[src/rtl/sad_disparity_search.sv]
`default_nettype none
// ============================================================================
// Module   : sad_disparity_search
// Purpose  : Streaming stereo block matcher; returns the min-SAD disparity.
// Revision : 1.0 - initial release
// ============================================================================
module sad_disparity_search #(
    parameter  int PIX_W    = 8,
    parameter  int WIN      = 9,
    parameter  int MAX_DISP = 64,
    localparam int DISP_W   = $clog2(MAX_DISP),
    localparam int SAD_W    = PIX_W + $clog2(WIN)
) (
    input  logic                   clk,
    input  logic                   rst_n,
    input  logic                   i_left_valid,
    output logic                   o_left_ready,
    input  logic [WIN*PIX_W-1:0]   i_left_win,
    input  logic                   i_cand_valid,
    output logic                   o_cand_ready,
    input  logic [WIN*PIX_W-1:0]   i_cand_win,
    input  logic                   i_cand_last,
    output logic                   o_res_valid,
    input  logic                   i_res_ready,
    output logic [DISP_W-1:0]      o_res_disp,
    output logic [SAD_W-1:0]       o_res_sad,
    output logic                   o_res_trunc
);

    localparam logic [1:0] S_IDLE   = 2'd0;
    localparam logic [1:0] S_SEARCH = 2'd1;
    localparam logic [1:0] S_DRAIN  = 2'd2;
    localparam logic [1:0] S_RESULT = 2'd3;

    logic [1:0]            r_state;
    logic [WIN*PIX_W-1:0]  r_left;
    logic [DISP_W-1:0]     r_idx;

    logic [PIX_W-1:0]      r_diff [WIN];
    logic                  r_s1_vld;
    logic [DISP_W-1:0]     r_s1_disp;
    logic                  r_s1_first;
    logic                  r_s1_last;
    logic                  r_s1_trunc;

    logic                  r_s2_vld;
    logic [SAD_W-1:0]      r_s2_sum;
    logic [DISP_W-1:0]     r_s2_disp;
    logic                  r_s2_first;
    logic                  r_s2_last;
    logic                  r_s2_trunc;

    logic [SAD_W-1:0]      r_min_sad;
    logic [DISP_W-1:0]     r_min_disp;
    logic [SAD_W-1:0]      r_res_sad;
    logic [DISP_W-1:0]     r_res_disp;
    logic                  r_res_trunc;

    logic                  w_cand_acc;
    logic                  w_idx_max;
    logic                  w_cand_end;
    logic                  w_trunc;
    logic [PIX_W-1:0]      w_diff [WIN];
    logic [SAD_W-1:0]      w_sum;
    logic                  w_take;
    logic [SAD_W-1:0]      w_best_sad;
    logic [DISP_W-1:0]     w_best_disp;

    assign o_left_ready = (r_state == S_IDLE);
    assign o_cand_ready = (r_state == S_SEARCH);
    assign o_res_valid  = (r_state == S_RESULT);
    assign o_res_disp   = r_res_disp;
    assign o_res_sad    = r_res_sad;
    assign o_res_trunc  = r_res_trunc;

    assign w_cand_acc = i_cand_valid && (r_state == S_SEARCH);
    assign w_idx_max  = (r_idx == DISP_W'(MAX_DISP - 1));
    assign w_cand_end = i_cand_last || w_idx_max;
    assign w_trunc    = w_idx_max && !i_cand_last;

    for (genvar gi = 0; gi < WIN; gi++) begin : g_absdiff
        logic [PIX_W-1:0] w_l;
        logic [PIX_W-1:0] w_c;
        assign w_l        = r_left[gi*PIX_W +: PIX_W];
        assign w_c        = i_cand_win[gi*PIX_W +: PIX_W];
        assign w_diff[gi] = (w_l >= w_c) ? (w_l - w_c) : (w_c - w_l);
    end

    always_comb begin
        w_sum = '0;
        for (int i = 0; i < WIN; i++) begin
            w_sum = w_sum + SAD_W'(r_diff[i]);
        end
    end

    // First result of a search always loads; strict less-than keeps the lower disparity on ties.
    assign w_take      = r_s2_first || (r_s2_sum < r_min_sad);
    assign w_best_sad  = w_take ? r_s2_sum  : r_min_sad;
    assign w_best_disp = w_take ? r_s2_disp : r_min_disp;

    always_ff @(posedge clk or negedge rst_n) begin
        if (!rst_n) begin
            r_state     <= S_IDLE;
            r_left      <= '0;
            r_idx       <= '0;
            for (int i = 0; i < WIN; i++) begin
                r_diff[i] <= '0;
            end
            r_s1_vld    <= 1'b0;
            r_s1_disp   <= '0;
            r_s1_first  <= 1'b0;
            r_s1_last   <= 1'b0;
            r_s1_trunc  <= 1'b0;
            r_s2_vld    <= 1'b0;
            r_s2_sum    <= '0;
            r_s2_disp   <= '0;
            r_s2_first  <= 1'b0;
            r_s2_last   <= 1'b0;
            r_s2_trunc  <= 1'b0;
            r_min_sad   <= '0;
            r_min_disp  <= '0;
            r_res_sad   <= '0;
            r_res_disp  <= '0;
            r_res_trunc <= 1'b0;
        end else begin
            case (r_state)
                S_IDLE: begin
                    if (i_left_valid) begin
                        r_left  <= i_left_win;
                        r_idx   <= '0;
                        r_state <= S_SEARCH;
                    end
                end
                S_SEARCH: begin
                    if (i_cand_valid) begin
                        r_idx <= r_idx + 1'b1;
                        if (w_cand_end) begin
                            r_state <= S_DRAIN;
                        end
                    end
                end
                S_DRAIN: begin
                    if (r_s2_vld && r_s2_last) begin
                        r_state <= S_RESULT;
                    end
                end
                default: begin
                    if (i_res_ready) begin
                        r_state <= S_IDLE;
                    end
                end
            endcase

            r_s1_vld <= w_cand_acc;
            if (w_cand_acc) begin
                for (int i = 0; i < WIN; i++) begin
                    r_diff[i] <= w_diff[i];
                end
                r_s1_disp  <= r_idx;
                r_s1_first <= (r_idx == '0);
                r_s1_last  <= w_cand_end;
                r_s1_trunc <= w_trunc;
            end

            r_s2_vld <= r_s1_vld;
            if (r_s1_vld) begin
                r_s2_sum   <= w_sum;
                r_s2_disp  <= r_s1_disp;
                r_s2_first <= r_s1_first;
                r_s2_last  <= r_s1_last;
                r_s2_trunc <= r_s1_trunc;
            end

            if (r_s2_vld) begin
                r_min_sad  <= w_best_sad;
                r_min_disp <= w_best_disp;
                if (r_s2_last) begin
                    r_res_sad   <= w_best_sad;
                    r_res_disp  <= w_best_disp;
                    r_res_trunc <= r_s2_trunc;
                end
            end
        end
    end

endmodule
`default_nettype wire
[config.mk]
export PLATFORM = sky130hd
export DESIGN_NAME = sad_disparity_search
export DESIGN_NICKNAME = d
export VERILOG_FILES = /design/src/rtl/sad_disparity_search.sv
export SDC_FILE = /design/constraint.sdc
export NUM_CORES = 1
export LEC_CHECK = 0
export ABC_CLOCK_PERIOD_IN_PS = 5650
export BUFFER_PORTS_ARGS = -buffer_cell sky130_fd_sc_hd__buf_2
export CAP_MARGIN = 5
export CORE_MARGIN = 2
export CORE_UTILIZATION = 30
export CTS_BUF_LIST = sky130_fd_sc_hd__clkbuf_16
export DETAILED_ROUTE_END_ITERATION = 16
export PLACE_DENSITY = 0.54
export SLEW_MARGIN = 30
export SYNTH_ARGS = -nofsm -noshare
export SYNTH_HDL_FRONTEND = slang
export SYNTH_SLANG_ARGS = --single-unit
[constraint.sdc]
create_clock -name clk -period 5.65 [get_ports clk]
set_clock_uncertainty 0.05 [all_clocks]
set_input_delay 0.2825 -clock clk [delete_from_list [all_inputs] [get_ports clk]]
set_output_delay 0.2825 -clock clk [all_outputs]
set_load 0.1 [all_outputs]
Word level (Yosys, flattened, before mapping)

Cells that the tools add are included.

Register bits after elaboration: 221
Output and inout bits: 22

Add/sub/neg operators: 27
Magnitude comparators: 10
Equal/unequal tests: 8
Muxes and demuxes: 20
Reduce and logical (&&, ||, !) cells: 14

Operator list:

| operator            | count |
|---|---|
| $sub 8x8->8         | 18 |
| $ge 8x8->1          | 9 |
| $mux 8              | 9 |
| $add 12x8->12       | 4 |
| $mux 6              | 3 |
| $add 11x8->12       | 1 |
| $lt 12x12->1        | 1 |
| $mux 12             | 1 |
| $pmux 6 s2          | 1 |
| $add 10x8->11       | 1 |
| $add 9x8->10        | 1 |
| $mux 2              | 5 |
| $add 8x8->9         | 1 |
| $add 6x1->6 const B | 1 |
| $eq 6x6->1 const B  | 1 |
| $logic_not 6->1     | 1 |
| $ne 2x2->1 const B  | 3 |
| $pmux 2 s3          | 1 |
| $reduce_and 5->1    | 1 |
| $eq 2x2->1 const B  | 2 |
| $reduce_and 2->1    | 2 |
| $reduce_bool 4->1   | 1 |
| $logic_and 1x1->1   | 3 |
| $reduce_and 3->1    | 1 |
| other kinds (6)     | 7 |

Depth between registers and ports, before layout

Gate-level depths: netlist of the first run.

Depth in word-level cells: 8
Gate-level depth with buffers: 18
Mapped depth without buffers: 18

Least setup slack after synthesis of the first run

Ideal clock, no wire load.

Kind: reg2reg
Start point: register r_diff[3] (netlist name)
End point: register r_s2_sum[9]
Setup time: 0.125 ns
Arrival time: 4.202 ns
Data required time: 5.475 ns
Setup slack: 1.273 ns
Stages on the path, launching flop included: 17
Buffers on the path: 0
Clock period less this slack: 4.377 ns
Cells stage by stage: dfrtp_1 > inv_1 > fa_1 > inv_1 > fa_1 > fa_1 > inv_1 > fa_1 > inv_1 > ha_1 > a21o_1 > a21oi_1 > nand2b_1 > a21boi_0 > o41ai_1 > xnor2_1 > mux2_2

Cells in the longest elaborated chain, start to end: 1

RTL lines:

| element                          | RTL line | text |
|---|---|---|
| start: declaration               | 39       | `logic [PIX_W-1:0] r_diff [WIN];` |
| start signal: indexed assignment | 157      | `r_diff[i] <= w_diff[i];` |
| $add 12x8->12                    | 92       | `w_sum = w_sum + SAD_W'(r_diff[i]);` |
| end signal: assignment           | 167      | `r_s2_sum <= w_sum;` |
| end: declaration                 | 47       | `logic [SAD_W-1:0] r_s2_sum;` |

Every way passes these cells.
A chain may end at the register's enable or synchronous reset.

Worst setup path in the final report of the first run

Ends and elaborated chain as after synthesis.

==> results of run 1 <==
==> per-stage QoR <==
stage,setup WS [ps],cell area (µm²)
3_5_place_dp,983,17900
2_1_floorplan,1270,16400
3_3_place_gp,1050,17900
4_1_cts,968,19700
6_report,969,19700
5_1_grt,672,19700
==> placed cells by master, fill, tap and decap left out, types with 8 or more instances in the layout <==
| cell | netlist | routed |
|---|---|---|
| sky130_fd_sc_hd__a211o_1 | 8 | 8 |
| sky130_fd_sc_hd__a21o_1 | 27 | 27 |
| sky130_fd_sc_hd__a21oi_1 | 50 | 50 |
| sky130_fd_sc_hd__a221oi_1 | 14 | 14 |
| sky130_fd_sc_hd__a31oi_1 | 15 | 15 |
| sky130_fd_sc_hd__and2_1 | 8 | 8 |
| sky130_fd_sc_hd__buf_2 | 11 | 170 |
| sky130_fd_sc_hd__clkbuf_16 | 0 | 30 |
| sky130_fd_sc_hd__dfrtp_1 | 221 | 220 |
| sky130_fd_sc_hd__dlygate4sd3_1 | 0 | 74 |
| sky130_fd_sc_hd__fa_1 | 72 | 72 |
| sky130_fd_sc_hd__ha_1 | 165 | 165 |
| sky130_fd_sc_hd__inv_1 | 268 | 273 |
| sky130_fd_sc_hd__mux2_2 | 103 | 103 |
| sky130_fd_sc_hd__mux2_4 | 9 | 9 |
| sky130_fd_sc_hd__mux2i_1 | 55 | 55 |
| sky130_fd_sc_hd__nand2_1 | 119 | 117 |
| sky130_fd_sc_hd__nand2b_1 | 30 | 30 |
| sky130_fd_sc_hd__nand3_1 | 12 | 12 |
| sky130_fd_sc_hd__nor2_1 | 50 | 50 |
| sky130_fd_sc_hd__nor2b_1 | 33 | 33 |
| sky130_fd_sc_hd__o211ai_1 | 10 | 10 |
| sky130_fd_sc_hd__o21a_1 | 10 | 10 |
| sky130_fd_sc_hd__o21ai_0 | 119 | 119 |
| sky130_fd_sc_hd__o21ai_1 | 13 | 13 |
| sky130_fd_sc_hd__or3_1 | 10 | 10 |
| sky130_fd_sc_hd__xnor2_1 | 28 | 28 |
| sky130_fd_sc_hd__xor2_1 | 20 | 20 |
==> registers in the layout (all words and copies together) (netlist names) <==
| register | flops |
|---|---|
| r_diff | 72 |
| r_left | 72 |
| o_res_sad | 12 |
| r_min_sad | 12 |
| r_s2_sum | 12 |
| o_res_disp | 6 |
| r_idx | 6 |
| r_min_disp | 6 |
| r_s1_disp | 6 |
| r_s2_disp | 6 |
| r_state | 2 |
| o_res_trunc | 1 |
| r_s1_first | 1 |
| r_s1_last | 1 |
| r_s1_trunc | 1 |
| r_s1_vld | 1 |
| r_s2_first | 1 |
| r_s2_last | 1 |
| r_s2_trunc | 1 |
| r_s2_vld | 1 |
==> final cells by class <==
cell class,count,area [µm²],area share [%]
flip-flops and latches,221,5530,28.0
inverters,269,1010,5.11
multi-input cells,1096,9600,48.6
clock buffers,30,751,3.80
repair buffers,251,1690,8.55
well taps,696,871,4.41
clock inverters,26,292,1.48
==> cells by family after synthesis <==
family          Yosys count
mux                     167
simple gates            292
compound gates          352
buf+inv                 317
xor+xnor                 48
fa+ha+maj               237
flops                   221
==> worst min path at each step <==
stage,startpoint,cells past startpoint,end
final,i_res_ready,4,r_state[0]$_DFFE_PN0P_
after global routing,i_res_ready,4,r_state[0]$_DFFE_PN0P_
after CTS,i_res_ready,4,r_state[0]$_DFFE_PN0P_
after detailed placement,rst_n,1,r_left[40]$_DFFE_PN0P_
after floorplan,rst_n,0,o_res_disp[0]$_DFFE_PN0P_
after global placement,rst_n,1,r_left[41]$_DFFE_PN0P_
==> critical path, stage by stage, from the launching register on <==
cell                       delay (ps)
sky130_fd_sc_hd__dfrtp_1          350
sky130_fd_sc_hd__inv_1             60
sky130_fd_sc_hd__fa_1             540
sky130_fd_sc_hd__inv_1             60
sky130_fd_sc_hd__fa_1             510
sky130_fd_sc_hd__fa_1             540
sky130_fd_sc_hd__inv_1             50
sky130_fd_sc_hd__fa_1             590
sky130_fd_sc_hd__inv_1             60
sky130_fd_sc_hd__ha_1             290
sky130_fd_sc_hd__a21o_1           180
sky130_fd_sc_hd__a21oi_1          190
sky130_fd_sc_hd__nand2b_1         120
sky130_fd_sc_hd__a21boi_0         110
sky130_fd_sc_hd__o41ai_1          470
sky130_fd_sc_hd__xnor2_1          110
sky130_fd_sc_hd__mux2_2           270
==> repair_timing <==
item,4_1_cts,5_1_grt
setup buffers,0,0
hold buffers,74,0
setup endpoints to repair,0,0
endpoints found under the hold margin,137,0
==> metal layers <==
metal	GRT usage, %	vias to the layer above
met5	0	-
met4	2.88	2
met3	2.03	37
met2	24.3	160
met1	19.0	5786
li1	-	5964
==> impl_results.md, run 1 <==
- Placed Cells incl. Taps: ~2.5k
- Die Area: ~56000 µm²
- Topmost layer with routed signal wires: met5
- Launching element type of the critical path: register
- Unrepaired setup endpoints after global routing: false
- Post-synth net total: 2021
- Tightest Hold Check Type: in -> reg
- Reg2reg start: r_diff[3]$_DFFE_PN0P_
- Synth Area in Adders: a little over a fifth
- Number of clock sinks seen by CTS: around 220
- CP required: approximately 6100 ps
- Average via count per standard cell: 4.62
- Vert. Die Dim: approximately 240 µm
- Maximum number of pins on one net before global-route repair: around 160
- Worst setup slack for register-to-register paths: just under 1000 ps
- Combinational family with the most area after synthesis: adder cells
- Maximum net fanout on the critical path: 2
- Overall overflow remaining after global route: 0
- Worst setup path category: reg -> reg
- Area fraction of the dominant cell type after synthesis: 33.8%
- GRT Util Overall: roughly 14%
- Number of antenna cells inserted: 0
- Post-CTS resize count: 0
- Leading post-synthesis cells by instance count: sky130_fd_sc_hd__inv_1, sky130_fd_sc_hd__dfrtp_1, sky130_fd_sc_hd__ha_1
- Shortest clock period the worst path allows after layout: 4680 ps
- Critical Path Sink Type: register
- Distinct cell type count after synthesis: 69
- Standard-cell row count: 85
- Number of instances in the synthesized netlist: roughly 1.6k
- Syn Std Cell Area: about 16000 µm²
- Clock edge transition at the registers on the reported setup and hold paths: 60 ps
- Final setup violation count: 0
- Remaining DRCs: 0
- Total via count in the routed design: approximately 12k
- Headroom to the max-slew limit: 47.5%
- Data arrival time at the worst-slack endpoint: ~5100 ps
- Std-Cell Core Area: ~54000 µm²
- Clock Latency Late Sink: 580 ps
- Post-Synth XOR/XNOR Area: around 2.6%
- Final core occ: between 30 and 40%
- Routed wire length: 39.3 mm
- Proportion of layout cells with a drive suffix above 1: between 10% and 20%
- Crit share post-route: between 80 and 90%
- Number of enable flip-flop cells after synthesis: 0
- Chip width: between 200 and 250 µm
- Actual slew at the worst max-slew pin: around 790 ps
- Antenna violations before repair: 2
- Share of async-settable or async-resettable flops after synthesis: 100%
- R2R cell count: 16
- Simple-gate portion of the synthesized area: between 8 and 9%
- TritonCTS clock tree: built
- First-pass DRT Iterations: 5
- Most area-consuming cells after synthesis: sky130_fd_sc_hd__dfrtp_1, sky130_fd_sc_hd__ha_1, sky130_fd_sc_hd__fa_1
- Routed length on met2: approximately 19 mm
- Run status: completed
- DR WL/cell: roughly 15 µm
- Total Negative Setup Slacks: 0 ps
- Post-layout net count: 2256
- Max Clk Rate: 214 MHz
- Terminus of the critical flop-to-flop path: r_s2_sum[9]$_DFFE_PN0P_
- DR iter-0 viols: 394
- Final hold violations: 0
- Clock tree buffer depth: 3
- # port buffers: 171
- Most frequent cell after synthesis: sky130_fd_sc_hd__inv_1
- Worst hold slack: 98.6 ps
- Number of buffers added by the clock tree synthesis step: 30
- Root buf cell: sky130_fd_sc_hd__clkbuf_16
- Initial Utilization: roughly 30%
- Wire length on met3: between 1 and 1.5 mm
- Synthesized-area fraction occupied by ao, oa, aoi and oai cells: 14.6%
- Synthesis warning total: 0
- Final std cells w/o fill: 2589
- Number of routed nets with antenna violations: 0
- Top-level port count: 172
- H-tree depth reported by CTS: 1
- Multiplexer share of the synthesized area: around 11%
- Number of global-route vias before repair: between 10k and 15k
- Wl on met1: approximately 19 mm
- First-pass GRT wire length: about 65 mm
- Critical Path Sink: r_s2_sum[9]$_DFFE_PN0P_
- Beginning of the critical path: r_diff[3]$_DFFE_PN0P_
- Area delta synth->final: 20.7%
- HPWL after detailed placement: just over 30 mm
- Number of fill cells in the layout: 5432
- Share of synthesized area occupied by flip-flops and latches: 33.8%
- Post-synthesis register bit count: between 200 and 250
- Largest area contributor in the synthesized netlist: sky130_fd_sc_hd__dfrtp_1
- Post-Syn Area per Cell: roughly 10 µm²
- Max-slew violation total from the final report: 0
- Count of maximum capacitance violations: 0
- Dominant synthesized flop cell: sky130_fd_sc_hd__dfrtp_1
- Placer's final routability congestion estimate: 0.822
Power of run 1 is left out: the tool's default activity adds up to more than one toggle a clock period on the data nets, which glitch-free logic cannot reach.
==> run 2: changes to the inputs <==
--- a/config.mk
+++ b/config.mk
@@ -5,14 +5,14 @@
 export SDC_FILE = /design/constraint.sdc
 export NUM_CORES = 1
 export LEC_CHECK = 0
-export ABC_CLOCK_PERIOD_IN_PS = 5650
+export ABC_CLOCK_PERIOD_IN_PS = 4220
 export BUFFER_PORTS_ARGS = -buffer_cell sky130_fd_sc_hd__buf_2
 export CAP_MARGIN = 5
 export CORE_MARGIN = 2
 export CORE_UTILIZATION = 30
 export CTS_BUF_LIST = sky130_fd_sc_hd__clkbuf_16
 export DETAILED_ROUTE_END_ITERATION = 16
-export PLACE_DENSITY = 0.54
+export PLACE_DENSITY = 0.56
 export SLEW_MARGIN = 30
 export SYNTH_ARGS = -nofsm -noshare
 export SYNTH_HDL_FRONTEND = slang
==> constraint.sdc (replaced) <==
create_clock -name clk -period 4.22 [get_ports clk]
set_clock_uncertainty 0.05 [all_clocks]
set_input_delay 0.211 -clock clk [delete_from_list [all_inputs] [get_ports clk]]
set_output_delay 0.211 -clock clk [all_outputs]
set_load 0.1 [all_outputs]
==> impl_results.md, run 2 (synthesis results as in run 1) <==
- Number of antenna cells inserted: 0
- Number of fill cells in the layout: approximately 5.4k
- Remaining DRCs: 0
- Number of buffers added by the clock tree synthesis step: 30
- Cell count along the critical path: 16
- # port buffers: around 170
- Standard-cell row count: 85
- DR iter-0 viols: approximately 480
- Die Area: 56400 µm²
- HPWL after detailed placement: around 30 mm
- Critical Path Sink Type: register
- First-pass DRT Iterations: 4
- Chip width: approximately 240 µm
- Maximum number of pins on one net before global-route repair: 110
- Clock tree buffer depth: 3
- Root buf cell: sky130_fd_sc_hd__clkbuf_16
- Pre-CTS WS: -207 ps
- DR WL/cell: approximately 15 µm
- Family with the most delay on the worst path: adder cells
- Post-layout net count: between 2k and 2.5k
- Clock Latency Late Sink: around 580 ps
- GRT Util Overall: 14.1%
- Headroom to the max-slew limit: between 40% and 50%
- Commonest cells after routing, fill and taps aside: sky130_fd_sc_hd__inv_1, sky130_fd_sc_hd__dfrtp_1, sky130_fd_sc_hd__buf_2
- Stage delay of the slowest cell on the critical path: about 550 ps
- Critical Path, Cell by Cell: inv_2 -> fa_1 -> inv_2 -> fa_1 -> fa_1 -> inv_1 -> fa_1 -> inv_1 -> ha_1 -> a21o_1 -> a21oi_2 -> nand2b_4 -> a21boi_4 -> o41ai_4 -> xnor2_1 -> mux2_4
- Initial Utilization: 30.4%
- Shortest clock period the worst path allows after layout: 4250 ps
- Number of global-route vias before repair: between 10k and 15k
- Average via count per standard cell: 4.60
- Worst hold slack: approximately 31 ps
- WP buf/inv: 4
- GR Layer Usage met2: 24.4%
- Summed area of non-filler cells in the final layout: between 15000 and 20000 µm²
- Maximum net fanout on the critical path: 2
- TritonCTS clock tree: built
- Vert. Die Dim: approximately 240 µm
- Data arrival time at the worst-slack endpoint: roughly 4700 ps
- R2R cell count: 16
- Number of clock sinks seen by CTS: around 220
- Most common cell on crit path: sky130_fd_sc_hd__fa_1
- Worst setup path category: reg -> reg
- Placer's final routability congestion estimate: ~0.84
- Unrepaired setup endpoints after global routing: true
- GR Layer Usage met3: between 2 and 2.5%
- Run status: finished, violations left
- Setup ws final: -33.3 ps
- Failing checks: setup timing
- Tightest Hold Check Type: in -> reg
- Routed wire length: ~39 mm
- Most common cell after layout, fill and taps aside: sky130_fd_sc_hd__inv_1
- Proportion of layout cells with a drive suffix above 1: between 20% and 30%
- Clock edge transition at the registers on the reported setup and hold paths: 60 ps
- First-pass GRT wire length: between 60 and 70 mm
- CP required: between 4000 and 5000 ps
- Cells on Worst Hold Path: 3
- Crit share post-route: 101%
- Max-slew violation total from the final report: 0
- H-tree depth reported by CTS: 1
- Launching element type of the critical path: register
- Max Clk Rate: approximately 240 MHz
- Total via count in the routed design: between 10k and 15k
- Std-Cell Core Area: 53800 µm²
- Number of routed nets with antenna violations: 0
- Cell area reported after detailed placement: about 18000 µm²
- Top-level port count: around 170
- Final hold violations: 0
- Largest registers in the final layout: r_diff x72, r_left x72
- Count of maximum capacitance violations: 0
- Overall overflow remaining after global route: 0
- Met1 Usage GRT: 18.6%
- Antenna violations before repair: 2
- Final setup violation count: 2
- Actual slew at the worst max-slew pin: between 800 and 900 ps
- Most utilized layer in the global route result: met2
- Highest-delay cell along the critical path: sky130_fd_sc_hd__fa_1
- Area delta synth->final: 21.8%
==> run 2: cell count changes in the layout (fill, tap and decap cells not counted), sizes merged <==
cell         previous run  this run
clkinvlp                3         1
dlygate4sd3            74        76
buf                   177       187
inv                   274       275
==> run 2: repair_timing <==
action / 4_1_cts / 5_1_grt
setup buffers: 1 / 0
hold buffers: 76 / 0
setup endpoints to repair: 5 / 5
endpoints found under the hold margin: 183 / 0
gates resized for setup: 13 / 12
pin swaps: 13 / 12
==> run 2: final cells by class <==
class | instances | area (µm²) | share of cell area [%]
Multi-Input combinational cell | 1096 | 9690 | 48.6
Sequential cell | 221 | 5530 | 27.8
Timing Repair Buffer | 263 | 1780 | 8.93
Inverter | 269 | 1010 | 5.07
Tap cell | 696 | 871 | 4.37
Clock buffer | 30 | 751 | 3.77
Clock inverter | 25 | 288 | 1.44
==> run 2: final timing paths <==
check | to | slack [ps] | from
worst max-delay path | r_s2_sum[9]$_DFFE_PN0P_ | -30 | r_diff[19]$_DFFE_PN0P_
worst min register to register | r_s1_first$_DFFE_PN0P_ | 430 | r_s1_first$_DFFE_PN0P_
min in group asynchronous | r_left[60]$_DFFE_PN0P_ | 70 | rst_n
worst max register to register | r_s2_sum[9]$_DFFE_PN0P_ | -30 | r_diff[19]$_DFFE_PN0P_
worst min-delay path | r_s1_trunc$_DFFE_PN0P_ | 30 | i_cand_valid
max in group asynchronous | r_left[14]$_DFFE_PN0P_ | 3270 | rst_n
==> run 2: tightest hold or removal path: stages <==
cell,delay [ps]
sky130_fd_sc_hd__buf_2,140
sky130_fd_sc_hd__nand2_4,170
sky130_fd_sc_hd__o31ai_1,90
==> run 2: metrics by stage <==
step	TNS, ps	std cells	util (%)
finish	-33.4	2600	37.0
global route	-664	2600	37.0
CTS	-135	2599	36.8
detailed placement	-594	2467	33.4
global placement	-653	2467	33.4
floorplan	-43.6	1634	-
==> run 2: per-layer routing <==
layer	vias up	share of wire [%]
met1	5750	47
met2	168	48
met5	-	0.028
li1	5986	-
met3	44	3.4
met4	2	2.1
Power of run 2 is left out for the same reason.
==> run 3: changes to the inputs <==
--- a/config.mk
+++ b/config.mk
@@ -9,10 +9,10 @@
 export BUFFER_PORTS_ARGS = -buffer_cell sky130_fd_sc_hd__buf_2
 export CAP_MARGIN = 5
 export CORE_MARGIN = 2
-export CORE_UTILIZATION = 30
+export CORE_UTILIZATION = 55
 export CTS_BUF_LIST = sky130_fd_sc_hd__clkbuf_16
 export DETAILED_ROUTE_END_ITERATION = 16
-export PLACE_DENSITY = 0.56
+export PLACE_DENSITY = 0.86
 export SLEW_MARGIN = 30
 export SYNTH_ARGS = -nofsm -noshare
 export SYNTH_HDL_FRONTEND = slang
==> impl_results.md, run 3 (synthesis results as in run 1) <==
- Number of antenna cells inserted: 0
- Clock Latency Late Sink: approximately 550 ps
- Run status: finished, violations left
- Maximum number of pins on one net before global-route repair: approximately 120
- Max Clk Rate: 231 MHz
- Chip width: between 150 and 200 µm
- DR iter-0 viols: 680
- H-tree depth reported by CTS: 1
- CP required: approximately 4600 ps
- Antenna violations before repair: 0
- Overall overflow remaining after global route: 0
- Critical Path, Cell by Cell: fa_1 -> fa_1 -> inv_1 -> fa_1 -> fa_1 -> inv_1 -> ha_2 -> inv_2 -> fa_2 -> nor2b_2 -> o21ai_2 -> a21boi_2 -> o21ai_2 -> a211oi_2 -> o21ai_1 -> a31o_2
- Actual slew at the worst max-slew pin: around 740 ps
- Top-level port count: between 150 and 200
- Total via count in the routed design: about 13k
- Final hold violations: 0
- Critical Path Sink Type: register
- WP buf/inv: 3
- Number of global-route vias before repair: 13.2k
- Worst hold slack: ~68 ps
- Unrepaired setup endpoints after global routing: true
- Count of maximum capacitance violations: 0
- Clock edge transition at the registers on the reported setup and hold paths: 60 ps
- Root buf cell: sky130_fd_sc_hd__clkbuf_16
- Shortest clock period the worst path allows after layout: about 4300 ps
- Failing checks: setup timing
- DR WL/cell: approximately 17 µm
- Initial Utilization: a little under three fifths
- Headroom to the max-slew limit: 50.8%
- Max-slew violation total from the final report: 0
- Most common cell on crit path: sky130_fd_sc_hd__fa_1
- Std-Cell Core Area: ~29000 µm²
- Commonest cells after routing, fill and taps aside: sky130_fd_sc_hd__inv_1, sky130_fd_sc_hd__dfrtp_1, sky130_fd_sc_hd__buf_2
- Number of clock sinks seen by CTS: 221
- # port buffers: 171
- Vert. Die Dim: ~180 µm
- Standard-cell row count: 63
- Maximum net fanout on the critical path: 2
- Final setup violation count: 3
- GRT Util Overall: 24.7%
- Data arrival time at the worst-slack endpoint: 4710 ps
- Proportion of layout cells with a drive suffix above 1: about a fifth
- Launching element type of the critical path: register
- Reg2reg start: r_diff[58]$_DFFE_PN0P_
- First-pass DRT Iterations: 5
- Terminus of the critical flop-to-flop path: r_s2_sum[10]$_DFFE_PN0P_
- Most common cell after layout, fill and taps aside: sky130_fd_sc_hd__inv_1
- Largest registers in the final layout: r_diff x72, r_left x72
- Crit share post-route: 103%
- First-pass GRT wire length: 62.7 mm
- Setup ws final: -109 ps
- Average via count per standard cell: around 5.5
- Die Area: roughly 31000 µm²
- R2R cell count: 16
- Post-layout net count: ~2.3k
- Number of buffers added by the clock tree synthesis step: 27
- Routed wire length: between 30 and 40 mm
- Stage delay of the slowest cell on the critical path: 580 ps
- Placer's final routability congestion estimate: a little under 0.9
- HPWL after detailed placement: approximately 27 mm
- Remaining DRCs: 0
- Number of routed nets with antenna violations: 0
- Highest-delay cell along the critical path: sky130_fd_sc_hd__fa_1
- TritonCTS clock tree: built
- Clock tree buffer depth: 3
- Area delta synth->final: 18.9%
- Pre-CTS WS: -292 ps
- Worst setup slack for register-to-register paths: -110 ps
- Family with the most delay on the worst path: adder cells
- Tightest Hold Check Type: in -> async
- Worst setup path category: reg -> reg
-- run 3: what timing repair did --
action | 4_1_cts | 5_1_grt
gates resized for setup | 13 | 17
setup endpoints to repair | 6 | 6
gates cloned | 0 | 0
hold endpoints to repair | 186 | 0
hold buffers | 74 | 0
buffers inserted | 4 | 2
pin swaps | 14 | 12
-- run 3: layer usage --
metal	vias up	GRT usage, %	part of all wire, %
met2	325	44.4	50
met3	103	4.18	5.2
met4	0	9.71	3.6
li1	5966	-	-
met1	6110	29.4	41
met5	-	0	0
-- run 3: how the worst max path moves through the flow --
stage	startpoint	cells past startpoint	slack, ps	to
floorplan	r_diff[3]$_DFFE_PN0P_	16	-40	r_s2_sum[9]$_DFFE_PN0P_
global placement	r_diff[3]$_DFFE_PN0P_	16	-160	r_s2_sum[10]$_DFFE_PN0P_
detailed placement	r_diff[3]$_DFFE_PN0P_	16	-290	r_s2_sum[10]$_DFFE_PN0P_
CTS	r_diff[3]$_DFFE_PN0P_	16	-80	r_s2_sum[8]$_DFFE_PN0P_
global route	r_diff[2]$_DFFE_PN0P_	16	-250	r_s2_sum[10]$_DFFE_PN0P_
finish	r_diff[58]$_DFFE_PN0P_	16	-110	r_s2_sum[10]$_DFFE_PN0P_
-- run 3: final cells by class --
class / count / area, µm²
Inverter: 269 / 1010
Multi-Input combinational cell: 1096 / 9720
Tap cell: 390 / 488
Sequential cell: 221 / 5530
Clock buffer: 27 / 676
Clock inverter: 21 / 259
Timing Repair Buffer: 262 / 1770
Fill cell: 2240 / 10000
-- run 3: stage by stage --
step,setup TNS (ps),util (%),cells,cell area [µm²]
final,-276,66.0,2286,19400
after global routing,-748,66.0,2286,19400
after CTS,-230,65.6,2286,19300
after detailed placement,-1030,59.7,2160,17600
after global placement,-438,59.7,2160,17600
after floorplan,-43.6,-,1634,16400
Power of run 3 is left out for the same reason.
